## config.mk

```make
export PLATFORM = sky130hd
export DESIGN_NAME = opponent_projector
export DESIGN_NICKNAME = d
export VERILOG_FILES = /design/src/rtl/opponent_projector.sv
export SDC_FILE = /design/constraint.sdc
export NUM_CORES = 2
export LEC_CHECK = 0
export ABC_CLOCK_PERIOD_IN_PS = 7100
export CELL_PAD_IN_SITES_DETAIL_PLACEMENT = 1
export CELL_PAD_IN_SITES_GLOBAL_PLACEMENT = 2
export CORE_ASPECT_RATIO = 2
export CORE_UTILIZATION = 38
export CTS_BUF_LIST = sky130_fd_sc_hd__clkbuf_2 sky130_fd_sc_hd__clkbuf_4 sky130_fd_sc_hd__clkbuf_8
export CTS_CLUSTER_DIAMETER = 50
export DETAILED_ROUTE_END_ITERATION = 10
export PLACE_DENSITY_LB_ADDON = 0.1
export RECOVER_POWER = 100
export SLEW_MARGIN = 20
export SYNTH_ARGS = -nofsm -noshare
export SYNTH_HDL_FRONTEND = slang
export SYNTH_SLANG_ARGS = --single-unit
```

## constraint.sdc

```tcl
create_clock -name clk_in -period 7.1 [get_ports clk_in]
set_input_delay 1.42 -clock clk_in [delete_from_list [all_inputs] [get_ports clk_in]]
set_output_delay 1.42 -clock clk_in [all_outputs]
set_load 0.05 [all_outputs]
```

## src/rtl/opponent_projector.sv

```systemverilog
// opponent_projector: projects a world-space target into the forward-view
// window (512..1023 x 512..767). It rotates the target offset into camera
// space using the shared cos/sin ROMs, then runs two divisions on a single
// restoring divider. Latency is fixed at ROM_LATENCY + 51 edges.
module opponent_projector #(
  parameter int ROM_LATENCY = 2,
  parameter int DEPTH_K     = 16384,
  parameter int MIN_DEPTH   = 32
) (
  input  logic        clk_in,
  input  logic        rst_in,
  input  logic        start_in,
  input  logic [8:0]  direction,
  input  logic [10:0] player_x,
  input  logic [10:0] player_y,
  input  logic [10:0] target_x,
  input  logic [10:0] target_y,
  output logic [8:0]  trig_addr_out,
  input  logic [10:0] cos_in,
  input  logic [10:0] sin_in,
  output logic        busy_out,
  output logic        valid_out,
  output logic        visible_out,
  output logic [10:0] hcount_out,
  output logic [9:0]  vcount_out
);

  typedef enum logic [2:0] {
    ST_IDLE, ST_ROM_WAIT, ST_MULT, ST_ROTATE, ST_DIV_H, ST_DIV_V
  } state_t;

  state_t state_r, state_nxt_s;

  logic [4:0]          cnt_r;
  logic [10:0]         px_r, py_r, tx_r, ty_r;
  logic signed [10:0]  cos_r, sin_r;
  logic signed [22:0]  p_xc_r, p_ys_r, p_xs_r, p_yc_r;
  logic signed [14:0]  cam_x_r, cam_y_r;
  logic [23:0]         rem_r, quo_r, qh_mag_r;

  logic signed [11:0]  dx_s, dy_s;
  logic signed [23:0]  sum_x_s, sum_y_s;
  logic signed [14:0]  cam_x_nxt_s, cam_y_nxt_s;
  logic [14:0]         abs_x_nxt_s;
  logic [23:0]         divisor_s;
  logic [24:0]         trial_s, rem_nxt_s;
  logic                ge_s;
  logic [23:0]         quo_nxt_s;
  logic signed [25:0]  h_s;
  logic                h_in_range_s;
  logic [9:0]          v_s;
  logic                vis_s;

  // Clamp a signed column into the window span.
  function automatic logic [10:0] clamp_h(input logic signed [25:0] h);
    if (h < 26'sd512) begin
      clamp_h = 11'd512;
    end else if (h > 26'sd1023) begin
      clamp_h = 11'd1023;
    end else begin
      clamp_h = h[10:0];
    end
  endfunction

  // Offset, rotation sums and camera coordinates (floor shift by 9 is a slice).
  always_comb begin
    dx_s        = $signed({1'b0, tx_r}) - $signed({1'b0, px_r});
    dy_s        = $signed({1'b0, ty_r}) - $signed({1'b0, py_r});
    sum_x_s     = 24'(p_xc_r) + 24'(p_ys_r);
    sum_y_s     = 24'(p_yc_r) - 24'(p_xs_r);
    cam_x_nxt_s = sum_x_s[23:9];
    cam_y_nxt_s = sum_y_s[23:9];
    if (cam_x_nxt_s[14]) begin
      abs_x_nxt_s = 15'd0 - $unsigned(cam_x_nxt_s);
    end else begin
      abs_x_nxt_s = $unsigned(cam_x_nxt_s);
    end
  end

  // One restoring-divider step; depth below 1 divides by 1.
  always_comb begin
    if (cam_y_r >= 15'sd1) begin
      divisor_s = {9'd0, $unsigned(cam_y_r)};
    end else begin
      divisor_s = 24'd1;
    end
    trial_s = {rem_r, quo_r[23]};
    ge_s    = (trial_s >= {1'b0, divisor_s});
    if (ge_s) begin
      rem_nxt_s = trial_s - {1'b0, divisor_s};
    end else begin
      rem_nxt_s = trial_s;
    end
    quo_nxt_s = {quo_r[22:0], ge_s};
  end

  // Final screen position and visibility from the two quotients.
  always_comb begin
    if (cam_x_r[14]) begin
      h_s = 26'sd767 + $signed({2'b00, qh_mag_r});
    end else begin
      h_s = 26'sd767 - $signed({2'b00, qh_mag_r});
    end
    h_in_range_s = (h_s >= 26'sd512) && (h_s <= 26'sd1023);
    if (quo_nxt_s > 24'd255) begin
      v_s = 10'd767;
    end else begin
      v_s = 10'd512 + {2'b00, quo_nxt_s[7:0]};
    end
    vis_s = (cam_y_r >= $signed(15'(MIN_DEPTH))) && h_in_range_s;
  end

  // State register.
  always_ff @(posedge clk_in or negedge rst_in) begin
    if (!rst_in) begin
      state_r <= ST_IDLE;
    end else begin
      state_r <= state_nxt_s;
    end
  end

  // Next-state logic.
  always_comb begin
    state_nxt_s = state_r;
    case (state_r)
      ST_IDLE: begin
        if (start_in) begin
          state_nxt_s = ST_ROM_WAIT;
        end else begin
          state_nxt_s = ST_IDLE;
        end
      end
      ST_ROM_WAIT: begin
        if (cnt_r == 5'(ROM_LATENCY)) begin
          state_nxt_s = ST_MULT;
        end else begin
          state_nxt_s = ST_ROM_WAIT;
        end
      end
      ST_MULT:   state_nxt_s = ST_ROTATE;
      ST_ROTATE: state_nxt_s = ST_DIV_H;
      ST_DIV_H: begin
        if (cnt_r == 5'd23) begin
          state_nxt_s = ST_DIV_V;
        end else begin
          state_nxt_s = ST_DIV_H;
        end
      end
      ST_DIV_V: begin
        if (cnt_r == 5'd23) begin
          state_nxt_s = ST_IDLE;
        end else begin
          state_nxt_s = ST_DIV_V;
        end
      end
      default: state_nxt_s = ST_IDLE;
    endcase
  end

  // Datapath registers and registered outputs.
  always_ff @(posedge clk_in or negedge rst_in) begin
    if (!rst_in) begin
      cnt_r <= 5'd0;
      px_r <= 11'd0; py_r <= 11'd0; tx_r <= 11'd0; ty_r <= 11'd0;
      cos_r <= 11'sd0; sin_r <= 11'sd0;
      p_xc_r <= 23'sd0; p_ys_r <= 23'sd0; p_xs_r <= 23'sd0; p_yc_r <= 23'sd0;
      cam_x_r <= 15'sd0; cam_y_r <= 15'sd0;
      rem_r <= 24'd0; quo_r <= 24'd0; qh_mag_r <= 24'd0;
      trig_addr_out <= 9'd0;
      busy_out      <= 1'b0;
      valid_out     <= 1'b0;
      visible_out   <= 1'b0;
      hcount_out    <= 11'd0;
      vcount_out    <= 10'd0;
    end else begin
      valid_out <= 1'b0;
      case (state_r)
        ST_IDLE: begin
          if (start_in) begin
            px_r <= player_x; py_r <= player_y;
            tx_r <= target_x; ty_r <= target_y;
            trig_addr_out <= (direction > 9'd359) ? 9'd0 : direction;
            busy_out <= 1'b1;
            cnt_r    <= 5'd0;
          end else begin
            cnt_r <= 5'd0;
          end
        end
        ST_ROM_WAIT: begin
          if (cnt_r == 5'(ROM_LATENCY)) begin
            cos_r <= $signed(cos_in);
            sin_r <= $signed(sin_in);
          end else begin
            cnt_r <= cnt_r + 5'd1;
          end
        end
        ST_MULT: begin
          p_xc_r <= 23'(dx_s) * 23'(cos_r);
          p_ys_r <= 23'(dy_s) * 23'(sin_r);
          p_xs_r <= 23'(dx_s) * 23'(sin_r);
          p_yc_r <= 23'(dy_s) * 23'(cos_r);
        end
        ST_ROTATE: begin
          cam_x_r <= cam_x_nxt_s;
          cam_y_r <= cam_y_nxt_s;
          quo_r   <= {1'b0, abs_x_nxt_s, 8'd0};
          rem_r   <= 24'd0;
          cnt_r   <= 5'd0;
        end
        ST_DIV_H: begin
          if (cnt_r == 5'd23) begin
            qh_mag_r <= quo_nxt_s;
            quo_r    <= 24'(DEPTH_K);
            rem_r    <= 24'd0;
            cnt_r    <= 5'd0;
          end else begin
            quo_r <= quo_nxt_s;
            rem_r <= rem_nxt_s[23:0];
            cnt_r <= cnt_r + 5'd1;
          end
        end
        ST_DIV_V: begin
          if (cnt_r == 5'd23) begin
            hcount_out  <= clamp_h(h_s);
            vcount_out  <= v_s;
            visible_out <= vis_s;
            valid_out   <= 1'b1;
            busy_out    <= 1'b0;
            cnt_r       <= 5'd0;
          end else begin
            quo_r <= quo_nxt_s;
            rem_r <= rem_nxt_s[23:0];
            cnt_r <= cnt_r + 5'd1;
          end
        end
        default: begin
          busy_out <= 1'b0;
        end
      endcase
    end
  end

endmodule

```

; Yosys cells after proc, flatten, opt, wreduce, memory -nomap -nowiden
; Index checks and enable logic that the tools add are counted.
[word_totals]
regBits = 301
in_bits = 78
[classes]
n_addsub = 10
mul = 4
magnitude_cmp = 9
n_eq_ne = 11
n_mux = 27
n_bitwise = 1
n_reduce_logical = 15
[op_table]
columns = cell, n
row1 = 24-bit case mux with 3 select lines, 2
row2 = 24-bit 2-to-1 mux, 5
row3 = 12-bit by 11-bit multiplier with 23-bit output, 4
row4 = 15-bit 2-to-1 mux, 2
row5 = 26-bit by 11-bit greater-or-equal comparator with 1-bit output (second input constant), 1
row6 = 26-bit by 11-bit > comparator with 1-bit output (second input constant), 1
row7 = 26-bit by 11-bit <= comparator with 1-bit output (second input constant), 1
row8 = 26-bit by 11-bit less-than comparator with 1-bit output (second input constant), 1
row9 = 26-bit 2-to-1 mux, 1
row10 = 10-bit by 24-bit adder with 25-bit output (first input constant), 1
row11 = 25-bit by 15-bit greater-or-equal comparator with 1-bit output, 1
row12 = 10-bit by 24-bit subtractor with 25-bit output (first input constant), 1
row13 = 23-bit by 23-bit adder with 24-bit output, 1
row14 = 24-bit by 8-bit > comparator with 1-bit output (second input constant), 1
row15 = 11-bit by 11-bit subtractor with 12-bit output, 2
row16 = 23-bit by 23-bit subtractor with 24-bit output, 1
row17 = 24-bit by 15-bit subtractor with 24-bit output, 1
row18 = 11-bit 2-to-1 mux, 2
row19 = 3-bit case mux with 6 select lines, 1
row20 = 15-bit by 2-bit greater-or-equal comparator with 1-bit output (second input constant), 1
row21 = 15-bit by 7-bit greater-or-equal comparator with 1-bit output (second input constant), 1
row22 = 5-bit case mux with 3 select lines, 1
row23 = 1-bit by 15-bit subtractor with 15-bit output (first input constant), 1
row24 = 2-bit AND reduction, 6
row25 = other kinds (23), 37

; Logic depth before layout (Yosys ltp)
[logic_depth]
word_depth = 6
depth_mapped = 33

; Worst setup path after synthesis
; OpenSTA, ideal clock, no wires.
[synth_timing]
path_kind = reg-to-reg
start = register py_r[0]
end = register p_ys_r[20]
arrival_time_ns = 7.105
required_time_ns = 7.005
setup_slack_ns = -0.100
stages_incl_launch_ff = 31
n_path_buf = 1
period_less_slack_ns = 7.200
path_cell_list = dfrtp_1 ha_1 fa_1 nor2b_1 o21ai_0 a21boi_0 o21ai_0 a21boi_0 o21ai_0 a21boi_0 o211ai_1 nand3_1 clkbuf_1 nand2_1 fa_1 inv_1 fa_1 fa_1 fa_1 inv_1 fa_1 inv_1 ha_1 and3_1 a21oi_1 inv_1 o31ai_1 o21ai_0 o21a_1 o21a_1 o31ai_1
[synth_between]
elab_chain_len = 2
[synth_rtl]
columns = element, line_no
row1 = start: declaration, 35  ; logic [10:0] px_r, py_r, tx_r, ty_r;
row2 = start signal: assignment, 180  ; px_r <= player_x; py_r <= player_y;
row3 = 11-bit by 11-bit subtractor with 12-bit output, 68  ; dy_s = $signed({1'b0, ty_r}) - $signed({1'b0, py_r});
row4 = 12-bit by 11-bit multiplier with 23-bit output, 199  ; p_ys_r <= 23'(dy_s) * 23'(sin_r);
row5 = end signal: assignment, 199
row6 = end: declaration, 37  ; logic signed [22:0] p_xc_r, p_ys_r, p_xs_r, p_yc_r;
; Every way passes these cells.
; A chain may end at the register's enable or synchronous reset.

; Worst setup path in the final report
[layout_timing]
start = register py_r[0]
end = register p_yc_r[21]
[layout_between]
elab_chain_len = 2
[layout_rtl]
columns = element, line_no
row1 = 11-bit by 11-bit subtractor with 12-bit output, 68
row2 = 12-bit by 11-bit multiplier with 23-bit output, 201  ; p_yc_r <= 23'(dy_s) * 23'(cos_r);
row3 = end signal: assignment, 201
row4 = end: declaration, 37
; Every way passes these cells.

==> qor.yml <==
drt:
  drt_pass1_iterations: 5
  drt_iter0_markers: 869
  vias: 28403
  routed_wl_microns: 116000
  drc_errors: 0
  wire_per_inst_microns: 20.8
  ant_nets: 0
  routed_via_density: 5.08
cts:
  cts_root_buffer: "clkbuf_8"
  cts_buffer_depth: 3
  htree_levels: 2
  cts.reportedPaths.clkPinSlew_ns: 0.06
  cts-buffers-inserted: 52
  insertion_delay_ns: 0.76
  cts_hold_buf: 0
  cts_tree: "yes"
  clock-sinks: 286
timing:
  finalWorstSetupSlack_ns: 0.103
  worst_pin_slew_ns: 5.56
  setup_viol_count_final: 0
  fin_skew_ns: 0.0828
  hold_viol: 0
  finalCriticalPeriod_ns: 7.00
  slew_violations: 257
  rsz0062_at_grt: "yes"
  whs_ns: 0.463
  final.setup.tns_ns: 0
  slew_headroom_pct: -270
  max_freq_mhz: 143
  finalCritPeriodShare_pct: 98.5
global_routing:
  groute.usage.overall_pct: 25.1
  antenna_found_initial: 6
  grt_pass1_wl_microns: 181000
  grt_max_degree: 145
  grt.overflow.total: 0
  first_global_vias: 32751
setup_path:
  required_ns: 7.64
  path_common_cell: "fa_1"
  rr_endpoint: "p_yc_r[21]"
  endpoint: "p_yc_r[21]"
  cp_max_fo: 5
  critPathLaunchType: "flop"
  crit_type: "reg2reg"
  reg2reg_from: "py_r[0]"
  cpPeakStageDelay_ns: 0.61
  arrival_ns: 7.54
  critPathSlowestCell: "fa_1"
  r2r_setup_slack_ns: 0.10
  crit_path_end_kind: "flop"
  r2r_cells: 29
  critical_path.startpoint: "py_r[0]"
run:
  maxCapViolations: 5
placement:
  dpl_cell_area_sq_um: 40600
  place.gp.congestion: 0.857
  preCtsSetupSlack_ns: -0.713
  hpwl_microns: 96300
  port_buffers: 109
logic_synthesis:
  synth-compound-area-share_pct: 9.91
  yosysWarnings: 0
  ys_async_sr_fraction_pct: 100
  synth_top_cell_area_share_pct: 28.4
  synth_cell_type_count: 75
  synth_edf_count: 0
  synth_top_flop_cell: "dfrtp_1"
  synth_top_family_by_area: "adder cells"
  yosys.area_share.simple_pct: 16.1
  synth.area.top_cells: "fa_1 (28%), dfrtp_1 (20%), ha_1 (10%)"
  synth_top_area_cell: "fa_1"
  synth_fa_ha_area_share_pct: 38.4
  synthMostInstantiatedCell: "inv_1"
  synth_area_per_cell_sq_um: 9.06
  yosysSeqAreaShare_pct: 20.1
  syn_inst: 3941
  muxShareOfSynthArea_pct: 2.06
  yosys-top-cells-count: "inv_1 (715), nand2_1 (527), fa_1 (507)"
  syn_area_sq_um: 35700
  synth_seq_cells: 286
  synth_xor_xnor_area_share_pct: 4.12
  syn_nets: 4810
outcome:
  status: "complete, but fails checks"
  violations: "capacitance limit, slew limit"
cells_and_area:
  stdcell_area_sq_um: 43200
  final_layout_size_suffix_gt1_share_pct: 17.0
  nFillCells: 10759
  syn2layout_area_growth_pct: 21.2
  nets: 5219
floorplan:
  io-pin-count: 111
  die_y_microns: 435
  coreArea_sq_um: 92900
  die_w_microns: 219
  start_util_pct: 38.4
  std_cell_rows: 158
  design.die.area_sq_um: 95200
worst_hold_path:
  min-delay-path-class: "reg2reg"
==> kinds of logic after synthesis <==
| logic type | count (synthesis) |
|---|---|
| AND/OR/NAND/NOR | 1195 |
| buffers and inverters | 881 |
| adder cells (fa/ha/maj) | 791 |
| AO/OA/AOI/OAI | 551 |
| flip-flops | 286 |
| XOR/XNOR | 168 |
| multiplexers | 67 |
| other | 2 |
==> layout by cell type (no fill, tap or decap), types with 84 or more instances in the layout <==
cell type and count:
a21oi_1 84, and2_1 211, buf_4 367, dfrtp_1 285, fa_1 493, ha_1 255, inv_1 695, nand2_1 518
nor2_1 136, o21ai_0 171, xnor2_1 92
==> sequential cells by signal (all words and copies together) (netlist names), 11 cells and up <==
name,cells
px_r,11
qh_mag_r,24
sin_r,11
hcount_out,11
p_xc_r,23
py_r,11
p_xs_r,23
rem_r,24
ty_r,11
p_ys_r,23
tx_r,11
p_yc_r,23
cam_y_r,15
cos_r,11
quo_r,24
==> through the flow <==
stage | instances | utilization (%)
final | 5591 | 46.5
after global routing | 5591 | 46.5
after CTS | 5546 | 45.4
after detailed placement | 5440 | 43.7
after floorplan | 3941 | -
after global placement | 5440 | 43.7
==> layout make-up <==
cell class / count / area [sq um] / area share [%]
diodes: 4 / 10.0 / 0.0231
clock buffers: 71 / 896 / 2.07
clock inverters: 20 / 244 / 0.564
inverters: 716 / 2690 / 6.22
multi-input cells: 2774 / 26300 / 60.7
flip-flops and latches: 286 / 7160 / 16.6
well taps: 1200 / 1500 / 3.47
repair buffers: 520 / 4480 / 10.4
==> metal layers <==
metal | GRT usage, % | share of wire, %
met5 | 0 | 0
met4 | 12.6 | 5.5
met3 | 2.29 | 2.0
met2 | 51.8 | 59
met1 | 23.4 | 33
==> repair_timing <==
action,in CTS,in global routing
endpoints found under the setup margin,41,39
pin swaps,35,193
resized for setup,73,185
gates cloned,0,2
buffers inserted,15,42
==> how the worst min path moves through the flow <==
stage / startpoint / to / cells past startpoint
floorplan: p_yc_r[0] / p_yc_r[0] / 2
global placement: p_xs_r[0] / p_xs_r[0] / 2
detailed placement: p_xc_r[0] / p_xc_r[0] / 2
CTS: p_xc_r[0] / p_xc_r[0] / 2
global route: p_yc_r[0] / p_yc_r[0] / 2
finish: p_yc_r[0] / p_yc_r[0] / 2
==> critical path, delay by kind of cell (launching register included) <==
family / cells / cell delay, ns
buffers and inverters: 6 / 0.65
xor gates and xnor gates: 1 / 0.16
and+or+nand+nor: 5 / 0.93
AOI/OAI and AO/OA: 9 / 1.18
DFF: 1 / 0.42
adders and majority gates: 8 / 3.50
Power is not shown: default switching activity piles up to over one toggle a cycle in this logic, so the estimate is an artifact.
